===== src/rtl/hilo_md_ctrl_pkg.sv =====
// Shared definitions for the HI/LO multiply/divide controller: op and state
// encodings, divider constants and the single restoring-divide step.
package md_defs;

    typedef enum logic [1:0] {
        MD_MULT  = 2'b00,
        MD_MULTU = 2'b01,
        MD_DIV   = 2'b10,
        MD_DIVU  = 2'b11
    } md_op_e;

    typedef enum logic [1:0] {
        ST_IDLE,
        ST_MUL,
        ST_DIV,
        ST_DONE
    } md_state_e;

    localparam int MD_DIV_ITER = 32;
    localparam int MD_RES_W    = 64;

    typedef struct packed {
        logic [31:0] rem;
        logic [31:0] quo;
    } div_step_t;

    // quo shifts dividend bits out of its MSB while quotient bits enter at its LSB.
    function automatic div_step_t div_step(input logic [31:0] rem,
                                           input logic [31:0] quo,
                                           input logic [31:0] dvs);
        logic [32:0] sh;
        logic [32:0] diff;
        div_step_t   r;
        sh    = {rem, quo[31]};
        diff  = sh - {1'b0, dvs};
        r.quo = {quo[30:0], ~diff[32]};
        r.rem = diff[32] ? sh[31:0] : diff[31:0];
        return r;
    endfunction

endpackage


===== src/rtl/hilo_md_ctrl_if.sv =====
// EX-stage <-> multiply/divide controller bus: operation request, HI/LO moves,
// flush, and the stall/done/HI/LO returns.
interface hilo_md_ctrl_if;
    import md_defs::*;

    logic        start;
    md_op_e      op;
    logic [31:0] num1;
    logic [31:0] num2;
    logic        flush;
    logic        mthi_we;
    logic        mtlo_we;
    logic [31:0] wdata;
    logic        busy;
    logic        done;
    logic [31:0] hi_o;
    logic [31:0] lo_o;

    modport master (
        output start, op, num1, num2, flush, mthi_we, mtlo_we, wdata,
        input  busy, done, hi_o, lo_o
    );

    modport slave (
        input  start, op, num1, num2, flush, mthi_we, mtlo_we, wdata,
        output busy, done, hi_o, lo_o
    );

endinterface


===== src/rtl/hilo_md_ctrl_div_core.sv =====
// Iterative unsigned restoring divider, one quotient bit per clock. The load
// cycle already performs the first iteration, so ITER edges yield ITER bits.
module div_core_radix2 import md_defs::*; #(
    parameter int ITER = MD_DIV_ITER
) (
    input  logic        clk,
    input  logic        rst,
    input  logic        start_i,
    input  logic        flush_i,
    input  logic [31:0] dividend_i,
    input  logic [31:0] divisor_i,
    output logic [31:0] quotient_o,
    output logic [31:0] remainder_o,
    output logic        valid_o
);

    localparam int            CW   = $clog2(ITER + 1);
    localparam logic [CW-1:0] LAST = CW'(ITER - 1);

    logic [31:0]   rem_q;
    logic [31:0]   quo_q;
    logic [31:0]   dvs_q;
    logic [CW-1:0] cnt_q;
    logic          run_q;
    div_step_t     step;

    always_comb begin
        if (start_i) step = div_step('0, dividend_i, divisor_i);
        else         step = div_step(rem_q, quo_q, dvs_q);
    end

    // Outputs are the final step's combinational result, consumed on the last edge.
    assign quotient_o  = step.quo;
    assign remainder_o = step.rem;
    assign valid_o     = run_q && (cnt_q == LAST);

    always_ff @(posedge clk) begin
        if (rst || flush_i) begin
            run_q <= 1'b0;
            cnt_q <= '0;
        end else if (start_i) begin
            run_q <= 1'b1;
            cnt_q <= CW'(1);
        end else if (run_q) begin
            run_q <= !valid_o;
            cnt_q <= valid_o ? '0 : cnt_q + 1'b1;
        end
    end

    // NOTE: datapath registers carry no reset; run_q alone decides whether they mean anything.
    always_ff @(posedge clk) begin
        if (start_i || run_q) begin
            rem_q <= step.rem;
            quo_q <= step.quo;
        end
        if (start_i) dvs_q <= divisor_i;
    end

endmodule


===== src/rtl/hilo_md_ctrl.sv =====
// HI/LO multiply/divide sequencer with stall, MTHI/MTLO and flush handling.
// Optional MD_DIV_ZERO_FAST_EN: divide by zero completes on the accept edge.
module hilo_md_ctrl import md_defs::*; #(
    parameter int MUL_LAT  = 2,
    parameter int DIV_ITER = MD_DIV_ITER
) (
    input logic           clk,
    input logic           rst,
    hilo_md_ctrl_if.slave md_if
);

    localparam int               CNT_W      = $clog2(MUL_LAT + 1);
    localparam logic [CNT_W-1:0] MUL_LAST   = CNT_W'(MUL_LAT - 1);
    localparam bit               MUL_DIRECT = (MUL_LAT == 1);

    md_state_e        state_q, state_d;
    logic [CNT_W-1:0] cnt_q, cnt_d;
    logic [31:0]      hi_q, hi_d, lo_q, lo_d;
    md_op_e           op_q;
    logic [31:0]      a_q, b_q;

    logic              idle_like, accept, div_start, div_zero_fast, div_valid;
    logic [31:0]       dvd_mag, dvs_mag, div_quo, div_rem, quo_fix, rem_fix;
    logic [31:0]       mul_a, mul_b;
    logic              mul_signed, div_signed;
    logic [MD_RES_W-1:0] product;

    assign idle_like = (state_q == ST_IDLE) || (state_q == ST_DONE);
    assign accept    = md_if.start && idle_like && !md_if.flush;

`ifdef MD_DIV_ZERO_FAST_EN
    assign div_zero_fast = (md_if.num2 == '0);
`else
    assign div_zero_fast = 1'b0;
`endif

    assign div_start = accept && md_if.op[1] && !div_zero_fast;
    assign dvd_mag   = (md_if.op == MD_DIV && md_if.num1[31]) ? -md_if.num1 : md_if.num1;
    assign dvs_mag   = (md_if.op == MD_DIV && md_if.num2[31]) ? -md_if.num2 : md_if.num2;

    div_core_radix2 #(.ITER(DIV_ITER)) u_div (
        .clk        (clk),
        .rst        (rst),
        .start_i    (div_start),
        .flush_i    (md_if.flush),
        .dividend_i (dvd_mag),
        .divisor_i  (dvs_mag),
        .quotient_o (div_quo),
        .remainder_o(div_rem),
        .valid_o    (div_valid)
    );

    // Sign-extending both operands makes one 64-bit multiply serve MULT and MULTU.
    assign mul_signed = MUL_DIRECT ? (md_if.op == MD_MULT) : (op_q == MD_MULT);
    assign mul_a      = MUL_DIRECT ? md_if.num1 : a_q;
    assign mul_b      = MUL_DIRECT ? md_if.num2 : b_q;
    assign product    = {{32{mul_signed & mul_a[31]}}, mul_a} * {{32{mul_signed & mul_b[31]}}, mul_b};

    assign div_signed = (op_q == MD_DIV);
    assign quo_fix    = (div_signed && (a_q[31] ^ b_q[31])) ? -div_quo : div_quo;
    assign rem_fix    = (div_signed && a_q[31]) ? -div_rem : div_rem;

    always_comb begin
        // NOTE: every signal driven here gets a default first, so no path can infer a latch.
        state_d = state_q;
        cnt_d   = cnt_q;
        hi_d    = hi_q;
        lo_d    = lo_q;
        // Moves are older than anything flushed and land before a same-edge result overwrite.
        if (idle_like) begin
            if (md_if.mthi_we) hi_d = md_if.wdata;
            if (md_if.mtlo_we) lo_d = md_if.wdata;
        end
        if (md_if.flush) begin
            state_d = ST_IDLE;
            cnt_d   = '0;
        end else begin
            unique case (state_q)
                ST_IDLE, ST_DONE: begin
                    state_d = ST_IDLE;
                    if (accept) begin
                        cnt_d = '0;
                        if (!md_if.op[1]) begin
                            if (MUL_DIRECT) begin
                                {hi_d, lo_d} = product;
                                state_d      = ST_DONE;
                            end else begin
                                state_d = ST_MUL;
                            end
                        end else if (div_zero_fast) begin
                            hi_d    = md_if.num1;
                            lo_d    = '1;
                            state_d = ST_DONE;
                        end else begin
                            state_d = ST_DIV;
                        end
                    end
                end
                ST_MUL: begin
                    cnt_d = cnt_q + 1'b1;
                    if (cnt_d == MUL_LAST) begin
                        {hi_d, lo_d} = product;
                        state_d      = ST_DONE;
                    end
                end
                ST_DIV: begin
                    if (div_valid) begin
                        state_d = ST_DONE;
                        hi_d    = (b_q == '0) ? a_q : rem_fix;
                        lo_d    = (b_q == '0) ? '1  : quo_fix;
                    end
                end
                default: state_d = ST_IDLE;
            endcase
        end
    end

    always_ff @(posedge clk) begin
        // NOTE: non-blocking assignments so every register samples pre-edge values.
        if (rst) begin
            state_q <= ST_IDLE;
            cnt_q   <= '0;
            hi_q    <= '0;
            lo_q    <= '0;
        end else begin
            state_q <= state_d;
            cnt_q   <= cnt_d;
            hi_q    <= hi_d;
            lo_q    <= lo_d;
        end
    end

    always_ff @(posedge clk) begin
        if (accept) begin
            op_q <= md_if.op;
            a_q  <= md_if.num1;
            b_q  <= md_if.num2;
        end
    end

    assign md_if.busy = (state_q == ST_MUL) || (state_q == ST_DIV) || accept;
    assign md_if.done = (state_q == ST_DONE);
    assign md_if.hi_o = hi_q;
    assign md_if.lo_o = lo_q;

endmodule


===== src/flat_wrapper.sv =====
// flat-port wrapper written by rule: the top's interface ports become plain ports
module hilo_md_ctrl_flat import md_defs::*;
#(
    parameter int MUL_LAT  = 2,
    parameter int DIV_ITER = MD_DIV_ITER
)
  (clk, rst, md_if_start, md_if_op, md_if_num1, md_if_num2, md_if_flush, md_if_mthi_we, md_if_mtlo_we, md_if_wdata, md_if_busy, md_if_done, md_if_hi_o, md_if_lo_o);
  hilo_md_ctrl_if md_if_i ();
  input logic clk;
  input logic rst;
  input wire logic [$bits(md_if_i.start)-1:0] md_if_start;
  input wire logic [$bits(md_if_i.op)-1:0] md_if_op;
  input wire logic [$bits(md_if_i.num1)-1:0] md_if_num1;
  input wire logic [$bits(md_if_i.num2)-1:0] md_if_num2;
  input wire logic [$bits(md_if_i.flush)-1:0] md_if_flush;
  input wire logic [$bits(md_if_i.mthi_we)-1:0] md_if_mthi_we;
  input wire logic [$bits(md_if_i.mtlo_we)-1:0] md_if_mtlo_we;
  input wire logic [$bits(md_if_i.wdata)-1:0] md_if_wdata;
  output wire logic [$bits(md_if_i.busy)-1:0] md_if_busy;
  output wire logic [$bits(md_if_i.done)-1:0] md_if_done;
  output wire logic [$bits(md_if_i.hi_o)-1:0] md_if_hi_o;
  output wire logic [$bits(md_if_i.lo_o)-1:0] md_if_lo_o;
  assign md_if_i.start = md_if_start;
  assign md_if_i.op = md_if_op;
  assign md_if_i.num1 = md_if_num1;
  assign md_if_i.num2 = md_if_num2;
  assign md_if_i.flush = md_if_flush;
  assign md_if_i.mthi_we = md_if_mthi_we;
  assign md_if_i.mtlo_we = md_if_mtlo_we;
  assign md_if_i.wdata = md_if_wdata;
  assign md_if_busy = md_if_i.busy;
  assign md_if_done = md_if_i.done;
  assign md_if_hi_o = md_if_i.hi_o;
  assign md_if_lo_o = md_if_i.lo_o;
  hilo_md_ctrl #(.MUL_LAT(MUL_LAT), .DIV_ITER(DIV_ITER)) u_core (.clk(clk), .rst(rst), .md_if(md_if_i));
endmodule

===== config.mk =====
export PLATFORM = sky130hd
export DESIGN_NAME = hilo_md_ctrl_flat
export DESIGN_NICKNAME = d
export VERILOG_FILES = /design/src/rtl/hilo_md_ctrl_pkg.sv /design/src/rtl/hilo_md_ctrl_if.sv /design/src/rtl/hilo_md_ctrl_div_core.sv /design/src/rtl/hilo_md_ctrl.sv /design/src/flat_wrapper.sv
export SDC_FILE = /design/constraint.sdc
export NUM_CORES = 2
export LEC_CHECK = 0
export CAP_MARGIN = 20
export CORE_UTILIZATION = 50
export CTS_BUF_LIST = sky130_fd_sc_hd__clkbuf_8
export CTS_CLUSTER_SIZE = 10
export DETAILED_ROUTE_END_ITERATION = 8
export HOLD_SLACK_MARGIN = 0.03
export PLACE_DENSITY = 0.67
export SLEW_MARGIN = 20
export SYNTH_ARGS = -nofsm -noshare
export SYNTH_HDL_FRONTEND = slang
export SYNTH_SLANG_ARGS = --single-unit

===== constraint.sdc =====
create_clock -name clk -period 10.5 [get_ports clk]
set_input_delay 3.15 -clock clk [delete_from_list [all_inputs] [get_ports clk]]
set_output_delay 3.15 -clock clk [all_outputs]
set_load 0.02 [all_outputs]

==> flow_summary.toml <==
[clock_tree]
htree_levels = 2
clkTransAtPathRegs_ns = 0.06
root_buffer = "clkbuf_8"
cts.sinks = 237
cts_tree = "done"
clockBufferDepth = 3
clkLatencyLatePin_ns = 0.67
numCtsBuffers = 46

[worst_setup_path]
worst_ep_arrival_time_ns = 10.78
endpoint_kind = "flip-flop"
worstSetupPathType = "flip-flop to flip-flop"
start_kind = "flip-flop"
critPathMaxFanout = 19
cp.required_ns = 11.05

[floorplanning]
dieArea_mm2 = 0.1103
die_y_um = 332.1
io_pins = 170
num_rows = 120
initial_core_util = 0.5067
chipWidth_um = 332.1
core_area_mm2 = 0.1075

[place]
port-buffer-count = 169
gp_congestion = 1.018
hpwl_um = 151500
post_dp_cell_area_mm2 = 0.05777
dpl.cell_count = 7521

[sta]
setup_violations = 0
finClkSkew_ns = 0.02914
final_max_slew_viol_count = 0
final_hold_viol_count = 0
max_freq_ghz = 0.09775
relSlewSlack = 0.1748
holdWs_ns = 0.5065
rsz0062_at_grt = "no"
post-route-period-util = 0.9743
fin_tns_setup_ns = 0
period_needed_ns = 10.23
worstMarginPinSlew_ns = 1.238

[finish]
final_cell_area_mm2 = 0.05874
fin_cells = 7611
fillers = 9786
drive_above_1_share = 0.04770
syn2layout_area_growth_pct = 7.826
fin_nets = 7655

[route]
dr.first_iter.drc_count = 4839
routed_via_density = 5.880
wl_per_cell_um = 24.51
wirelength_um = 186500
ant_nets = 0
drc = 0
via_count = 44750
first_pass_iters = 7

[global_route]
grt_pass1_wl_um = 286600
antenna_found_initial = 10
grt_start_max_net_pins = 65
track_usage = 0.3445
grt_pass1_vias = 46130
gr-total-overflow = 0

[min_path]
hold_path.class = "flip-flop to flip-flop"

[yosys]
synth_top_area_cell = "fa_1"
yosysUniqueCellTypes = 95
synth_edf_count = 162
avgSynthCellArea_um2 = 8.863
synth_top_area_frac = 0.4138
syn_area_mm2 = 0.05447
ys_seq_elements = 237
synthFlopType = "edfxtp_1"
yosysWarnings = 0
syn-num-nets = 7632
synthTopCellsByArea = "fa_1, edfxtp_1, inv_1"
ys_seq_area_frac = 0.1169
synthCells = 6146
async_reset_ff_frac = 0

[run]
cap_viol_max_count = 0

[run_status]
status = "finished clean"
==> state kept, by name, indices dropped and copies added, names as in the netlist <==
name	count
u_core.u_div.dvs_q	32
u_core.a_q	32
u_core.u_div.run_q	1
u_core.md_if.lo_o	32
u_core.md_if.hi_o	32
u_core.b_q	32
u_core.op_q	2
u_core.u_div.rem_q	32
u_core.state_q	2
u_core.cnt_q	2
u_core.u_div.quo_q	32
u_core.u_div.cnt_q	6
==> per-stage QoR <==
step / setup slack [ns] / util
after floorplan: 2.136 / -
after global placement: 0.2315 / 0.5371
after detailed placement: 0.4187 / 0.5373
after CTS: 0.3649 / 0.5458
after global routing: 0.08327 / 0.5463
final: 0.2703 / 0.5464
==> per-layer routing <==
metal  part of all wire  vias to the layer above  GRT usage
met5            0.00018                        -          0
met4              0.051                        6     0.1420
met3               0.12                      447    0.08191
met2               0.43                     2622     0.5149
met1               0.40                    22640     0.4813
li1                   -                    19040          -
==> repair_timing <==
action                     CTS  global route
setup endpoints to repair    0             1
resized for setup            0             0
setup buffers                0             2
hold buffers                 0             0
hold endpoints to repair     0             0
==> critical path, stage by stage (launching register included) <==
cell and delay, ns:
edfxtp_1 1.15, buf_4 0.47, nand2_1 0.12, fa_1 0.44
fa_1 0.52, inv_1 0.05, fa_1 0.53, inv_1 0.05
fa_1 0.48, fa_1 0.49, fa_1 0.52, fa_1 0.49
inv_1 0.05, fa_1 0.48, ha_1 0.47, and3_1 0.24
and3_1 0.23, nand4_1 0.14, a2111oi_0 0.82, nor2_1 0.22
o2111ai_1 0.38, a21oi_1 0.21, a31oi_1 0.39, a221o_1 0.30
a221oi_1 0.11, xor2_1 0.30, o22ai_1 0.14, a211o_1 0.31
==> cells in the final DEF, fill, tap and decap left out, types with 53 or more instances in the layout <==
master and count:
nor2_1 227, fa_1 1126, inv_1 1297, a21o_1 53, xor2_1 69, buf_4 147
nand2_1 1012, mux2i_1 74, xnor2_1 126, nor3_1 63, edfxtp_1 162, ha_1 256
and2_1 271, o21ai_0 132, clkdlybuf4s50_1 168, a21oi_1 185, dfxtp_1 75
==> final cells by class <==
| class | count | area (um^2) | share of cell area |
|---|---|---|---|
| flip-flops and latches | 237 | 6366 | 0.1084 |
| repair buffers | 321 | 2888 | 0.04917 |
| inverters | 1285 | 4823 | 0.08212 |
| multi-input cells | 4278 | 41990 | 0.7149 |
| diodes | 3 | 7.507 | 0.0001278 |
| clock inverters | 36 | 246.5 | 0.004197 |
| well taps | 1403 | 1755 | 0.02989 |
| clock buffers | 48 | 660.6 | 0.01125 |
==> worst paths after layout <==
kind	start	end	slack, ns	cells after the start
hold reg to reg	u_core.cnt_q[0]$_SDFFE_PP0P_	u_core.cnt_q[0]$_SDFFE_PP0P_	0.51	2
hold / removal	u_core.cnt_q[0]$_SDFFE_PP0P_	u_core.cnt_q[0]$_SDFFE_PP0P_	0.51	2
setup / recovery	u_core.a_q[8]$_DFFE_PP_	u_core.md_if.hi_o[30]$_SDFF_PP0_	0.27	27
setup reg to reg	u_core.a_q[8]$_DFFE_PP_	u_core.md_if.hi_o[30]$_SDFF_PP0_	0.27	27
==> cell families after synthesis <==
kind of cell / synth area share
AO/OA/AOI/OAI: 0.09009
XOR/XNOR: 0.03135
adder cells (fa/ha/maj): 0.4726
buffers and inverters: 0.1128
flip-flops: 0.1169
multiplexers: 0.01567
AND/OR/NAND/NOR: 0.1606
==> cell usage after synthesis, drive strengths merged (38+ instances only) <==
cell / n
mux2i: 74
and2: 272
edfxtp: 162
ha: 256
nand3: 53
o21ai: 145
dfxtp: 75
fa: 1126
xor2: 69
inv: 1284
xnor2: 126
nor3: 66
nor4: 38
nor2: 230
nand2: 1014
and3: 44
a21oi: 185
a21o: 53
a31oi: 48
clkbuf: 325
Power is not shown: default switching activity piles up to over one toggle a cycle in this logic, so the estimate is an artifact.
